<file path="config.mk">
export PLATFORM = sky130hd
export DESIGN_NAME = alu_result_stage
export DESIGN_NICKNAME = d
export VERILOG_FILES = /design/src/rtl/alu_result_stage.sv
export SDC_FILE = /design/constraint.sdc
export NUM_CORES = 1
export LEC_CHECK = 0
export CORE_AREA = 2 2 48 59
export DETAILED_ROUTE_END_ITERATION = 12
export DIE_AREA = 0 0 50 61
export PLACE_DENSITY = 0.68
export SLEW_MARGIN = 15
export SYNTH_ARGS = -nofsm -noshare
export SYNTH_HDL_FRONTEND = slang
export SYNTH_SLANG_ARGS = --single-unit
</file>
<file path="constraint.sdc">
create_clock -name clk -period 1.6 [get_ports clk]
set_clock_uncertainty 0.2 [all_clocks]
set_input_delay 0.32 -clock clk [delete_from_list [all_inputs] [get_ports clk]]
set_output_delay 0.32 -clock clk [all_outputs]
set_load 0.01 [all_outputs]
</file>
<file path="src/rtl/alu_result_stage.sv">
`default_nettype none
// ============================================================================
//  Module   : alu_result_stage
//  Purpose  : Registered two-entry skid buffer for add/sub results and flags.
//             Optional sticky flags are enabled by ALU_RESULT_STICKY_FLAGS_EN.
//  Revision : 1.0
// ============================================================================
module alu_result_stage #(
   parameter int WIDTH = 4
) (
   input  logic             clk,
   input  logic             rst,
   input  logic             in_valid,
   output logic             in_ready,
   input  logic [WIDTH-1:0] in_result,
   input  logic             in_carry_or_borrow,
   input  logic             in_zero,
   input  logic             in_negative,
   input  logic             in_overflow,
   input  logic             in_sel,
   output logic             out_valid,
   input  logic             out_ready,
   output logic [WIDTH-1:0] result,
   output logic             carry_or_borrow_out,
   output logic             zero_flag,
   output logic             negative_flag,
   output logic             overflow_flag,
   output logic             sel_out,
   input  logic             clear_sticky,
   output logic             sticky_overflow,
   output logic             sticky_carry
);

   localparam int c_beat_w = WIDTH + 5;

   typedef enum logic [1:0] {
      S_EMPTY = 2'd0,
      S_ONE   = 2'd1,
      S_FULL  = 2'd2
   } state_t;

   state_t              state_q, state_d;
   logic [c_beat_w-1:0] main_q, main_d;
   logic [c_beat_w-1:0] skid_q, skid_d;
   logic [c_beat_w-1:0] w_beat;
   logic                in_ready_q;
   logic                w_accept;
   logic                w_deliver;

   assign w_beat    = {in_sel, in_overflow, in_negative, in_zero, in_carry_or_borrow, in_result};
   assign w_accept  = in_valid && in_ready_q;
   assign w_deliver = (state_q != S_EMPTY) && out_ready;

   always_comb begin
      state_d = state_q;
      main_d  = main_q;
      skid_d  = skid_q;
      case (state_q)
         S_EMPTY: begin
            if (w_accept) begin
               main_d  = w_beat;
               state_d = S_ONE;
            end
         end
         S_ONE: begin
            if (w_accept && w_deliver) begin
               main_d = w_beat;
            end else if (w_accept) begin
               skid_d  = w_beat;
               state_d = S_FULL;
            end else if (w_deliver) begin
               state_d = S_EMPTY;
            end
         end
         S_FULL: begin
            // in_ready is low here, so only the drain path is possible
            if (w_deliver) begin
               main_d  = skid_q;
               state_d = S_ONE;
            end
         end
         default: state_d = S_EMPTY;
      endcase
   end

   always_ff @(posedge clk or posedge rst) begin
      if (rst) begin
         state_q    <= S_EMPTY;
         main_q     <= '0;
         skid_q     <= '0;
         in_ready_q <= 1'b0;
      end else begin
         state_q    <= state_d;
         main_q     <= main_d;
         skid_q     <= skid_d;
         in_ready_q <= (state_d != S_FULL);
      end
   end

   assign in_ready  = in_ready_q;
   assign out_valid = (state_q != S_EMPTY);
   assign {sel_out, overflow_flag, negative_flag, zero_flag, carry_or_borrow_out, result} = main_q;

`ifdef ALU_RESULT_STICKY_FLAGS_EN
   logic sticky_ov_q;
   logic sticky_cy_q;

   // A set in the same cycle as clear_sticky takes priority over the clear.
   always_ff @(posedge clk or posedge rst) begin
      if (rst) begin
         sticky_ov_q <= 1'b0;
         sticky_cy_q <= 1'b0;
      end else begin
         if (w_accept && in_overflow) begin
            sticky_ov_q <= 1'b1;
         end else if (clear_sticky) begin
            sticky_ov_q <= 1'b0;
         end
         if (w_accept && in_carry_or_borrow) begin
            sticky_cy_q <= 1'b1;
         end else if (clear_sticky) begin
            sticky_cy_q <= 1'b0;
         end
      end
   end

   assign sticky_overflow = sticky_ov_q;
   assign sticky_carry    = sticky_cy_q;
`else
   logic w_unused_clear;

   assign w_unused_clear  = clear_sticky;
   assign sticky_overflow = 1'b0;
   assign sticky_carry    = 1'b0;
`endif

endmodule
`default_nettype wire

</file>
After elaboration in Yosys (flattened, before gate mapping) --
Index checks and enable logic that the tools add are counted.
Cells by class: $mul 0, divide/modulo/power cells 0, shift operators 0, add/subtract/negate cells 0, reductions and logical operators 8, bitwise gates (word level) 1, magnitude comparators 0, eq/ne operators 6, multiplexer cells 10
Operators with widths (count):
- 9-bit 2-to-1 mux | 3
- 9-bit case mux with 3 select lines | 1
- 2-bit 2-to-1 mux | 5
- 2-bit != test, second input constant | 4
- 2-bit case mux with 3 select lines | 1
- 4-bit AND reduction | 1
- 1-bit logical AND | 3
- 3-bit AND reduction | 1
- 3-bit nonzero test | 1
- 2-bit by 1-bit == test with 1-bit output, second input constant | 1
- 2-bit == test, second input constant | 1
- 2-bit zero test | 1
- 2-bit nonzero test | 1
- 1-bit NOT | 1
Word-level totals: memories 0, memory bits (read-only) 0, bits in writable memories 0, bits in latches 0, register bits 21

Logic depth before layout (Yosys ltp) --
word-level depth 7, mapped depth 4

Worst setup path before layout --
No wires, ideal clock.
path type register to register, start point register state_q[1], end point register skid_q[0], setup time 125 ps, slack 65 ps, period minus slack after synthesis 1535 ps, arrival time 1210 ps, cell stages (with the launch flop) 5, data required time 1275 ps, path through dfrtp_1 and3b_1 and2_4 buf_6 mux2_4
On the way: longest elaborated chain between the ends 5
Ends and longest elaborated chain:
- start, declared | line 42 | state_t state_q, state_d;
- start signal, assigned | line 93 | state_q <= state_d;
- 2-bit nonzero test | line 52 | assign w_deliver = (state_q != S_EMPTY) && out_ready;
- 1-bit logical AND | line 52
- 1-bit logical AND | line 66 | if (w_accept && w_deliver) begin
- 1-bit NOT (no line)
- 3-bit AND reduction (no line) (*)
- end signal, assigned | line 95 | skid_q <= skid_d;
- end, declared | line 44 | logic [c_beat_w-1:0] skid_q, skid_d;
Every way passes the cells marked *; elsewhere a longest branch is shown, timed or not. A chain may end at the register's enable or synchronous reset.

Worst setup path in the final report --
start point input port in_valid, end point register skid_q[3]
On the way: longest elaborated chain between the ends 4
Ends and longest elaborated chain:
- start, declared | line 13 | input logic in_valid,
- 1-bit logical AND (*) | line 51 | assign w_accept = in_valid && in_ready_q;
- 1-bit logical AND | line 66
- 1-bit NOT (no line)
- 3-bit AND reduction (no line) (*)
Marks and branches as above.

==> flow_metrics.env <==
export IMPL_outcome="complete, but fails checks"
export IMPL_violations="setup timing"
export IMPL_wl_um=2150
export IMPL_r2r_start="state_q[1]"
export IMPL_final_max_slew_viol_count=0
export IMPL_avgSynthCellArea_um2=14.0
export IMPL_ys_types=23
export IMPL_tritoncts="yes"
export IMPL_critPathLaunchType="primary input"
export IMPL_areaGrowthSynthToFinish_pct=44.0
export IMPL_rsz0062_at_grt="true"
export IMPL_ctsHoldBuffers=0
export IMPL_root_buffer="clkbuf_4"
export IMPL_fin_cells=142
export IMPL_clock_fmax_mhz=606
export IMPL_crit_path_end_kind="register"
export IMPL_antenna_found_initial=0
export IMPL_portBuffers=23
export IMPL_h_tree_depth=1
export IMPL_die_y_um=61
export IMPL_io_pins=27
export IMPL_grt_max_degree=22
export IMPL_track_usage_pct=15.7
export IMPL_power_total_mw=2.17
export IMPL_critPathKind="primary input to register"
export IMPL_final_min_clock_period_ns=1.65
export IMPL_synth_seq_cells=21
export IMPL_num_antenna_cells=0
export IMPL_synth_edff_count=0
export IMPL_gp_congestion=0.700
export IMPL_dp_cells=131
export IMPL_insertion_delay_ns=0.30
export IMPL_fin_crit_sh_pct=103
export IMPL_grt_pass1_vias=776
export IMPL_grt_overflow=0
export IMPL_fin_nets=124
export IMPL_cts_sinks=21
export IMPL_critical_path_arrival_ns=1.65
export IMPL_clk_path_buf_depth=2
export IMPL_tns_ns=-0.337
export IMPL_holdWs_ns=0.131
export IMPL_synth_cells=69
export IMPL_dr_pass1_iters=4
export IMPL_synth_area_leader_cell="dfrtp_1"
export IMPL_fp_dieW_um=50
export IMPL_grt_pass1_wl_um=3460
export IMPL_synth_top_cell_area_share_pct=54.4
export IMPL_row_count=20
export IMPL_setup_ws_ns=-0.0489
export IMPL_initial_utilization_pct=39.0
export IMPL_cts_reportedPaths_clkPinSlew_ns=0.11
export IMPL_pre_cts_slack_ns=-0.354
export IMPL_dieArea_mm2=0.00305
export IMPL_cts_buffers=3
export IMPL_yosys_cell_count_top_type="dfrtp_1"
export IMPL_r2r_end="skid_q[3]"
export IMPL_num_fill_cells=198
export IMPL_drt_iter0_drc=1
export IMPL_required_ns=1.60
export IMPL_critPathLaunch="in_valid"
export IMPL_leakage_nw=0.616
export IMPL_hp_class="primary input to async pin"
export IMPL_setup_viol=10
export IMPL_critPathMaxFanout=5
export IMPL_rr_worst_depth=4
export IMPL_yosysSeqAreaShare_pct=54.4
export IMPL_max_cap_violations=0
export IMPL_power_density_mw_per_mm2=1560
export IMPL_wl_per_cell_um=15.1
export IMPL_drive_gt1_share_pct=33.0
export IMPL_final_hold_viol_count=0
export IMPL_synth_flop_cell="dfrtp_1"
export IMPL_drc=0
export IMPL_final_antenna_net_count=0
export IMPL_yosys_warnings=0
export IMPL_core_area_mm2=0.00248
export IMPL_vias_per_cell=5.16
export IMPL_via_count=733
export IMPL_hpwlAfterDp_um=1370
export IMPL_r2r_slack_ns=-0.04
export IMPL_synth_common_cells="21 x dfrtp_1, 9 x mux2_4, 9 x o21a_1, 9 x o32a_1"
export IMPL_max_vdd_ir_drop_uv=715
export IMPL_syn_cell_area_um2=966
export IMPL_ys_top_cells_by_area="dfrtp_1 54%, mux2_4 14%, o32a_1 9.3%"
export IMPL_synthArstFlopShare_pct=100
## flip-flops by register name, indices dropped and copies added (netlist names)
signal and flops:
state_q 2, skid_q 9, main_q 9, in_ready 1
## worst max-delay path by stage
stage / slack [ns] / endpoint
final: -0.05 / skid_q[3]
after global placement: -0.32 / skid_q[0]
after floorplan: 0.06 / skid_q[0]
after global routing: -0.06 / skid_q[2]
after CTS: -0.05 / out_valid
after detailed placement: -0.35 / skid_q[4]
## cell families after synthesis
kind of cell / count (synthesis) / share of synthesized area [%]
mux: 10 / 15.0
other cells: 1 / 0.388
compound gates: 22 / 19.2
simple gates: 9 / 7.00
buf+inv: 6 / 4.01
flops: 21 / 54.4
## through the flow
| step | cell area, µm² | utilization, % |
|---|---|---|
| after global routing | 1390 | 56.2 |
| after global placement | 1280 | 51.6 |
| final | 1390 | 56.2 |
| after floorplan | 970 | - |
| after CTS | 1340 | 54.1 |
| after detailed placement | 1280 | 51.6 |
## worst max-delay path: stages
cell and delay (ns):
clkdlybuf4s50_1 0.56, and3b_2 0.25, and2_4 0.21, mux2_4 0.31
## final cells by class
class,count,area (µm²),area share (%)
Multi-Input combinational cell,44,438,31.5
Inverter,2,7.51,0.540
Timing Repair Buffer,38,353,25.4
Sequential cell,21,526,37.8
Clock buffer,4,26.3,1.89
Tap cell,33,41.3,2.97
## metal layers
metal  wire length (µm)  GRT usage [%]  up-vias
li1                   -              -      337
met1                962           18.7      370
met2               1050           26.1       19
met3                 63           1.97        7
met4                 72           11.9        0
met5                  0              0        -
## cell usage in the layout, fill, tap and decap left out
| cell | n |
|---|---|
| nand2b_1 | 1 |
| nor2b_4 | 1 |
| or2_4 | 1 |
| mux2_4 | 9 |
| a21o_1 | 1 |
| inv_1 | 2 |
| nand4b_1 | 1 |
| o21a_1 | 9 |
| o32a_1 | 9 |
| nand2_1 | 1 |
| dlygate4sd2_1 | 10 |
| buf_6 | 6 |
| a21oi_2 | 1 |
| nand3b_1 | 1 |
| mux2i_1 | 1 |
| dlymetal6s2s_1 | 1 |
| and2_4 | 2 |
| and3b_2 | 1 |
| nand3b_4 | 1 |
| conb_1 | 2 |
| clkdlybuf4s50_1 | 11 |
| clkbuf_1 | 1 |
| buf_4 | 10 |
| o21ai_2 | 1 |
| o22ai_1 | 1 |
| clkbuf_4 | 3 |
| dfrtp_1 | 21 |
## power breakdown
| part | total [mW] | internal [mW] | switching [mW] |
|---|---|---|---|
| Sequential | 0.911 | 0.776 | 0.135 |
| Clock | 0.255 | 0.0973 | 0.157 |
| Combinational | 1.00 | 0.626 | 0.376 |
| Total | 2.17 | 1.50 | 0.668 |
## what timing repair did
item	in CTS	in global routing
setup buffers	3	3
resized for setup	20	8
cloned	1	0
endpoints found under the setup margin	29	19
pin swaps	0	4
Note: power is estimated with default switching activity, not from simulation.
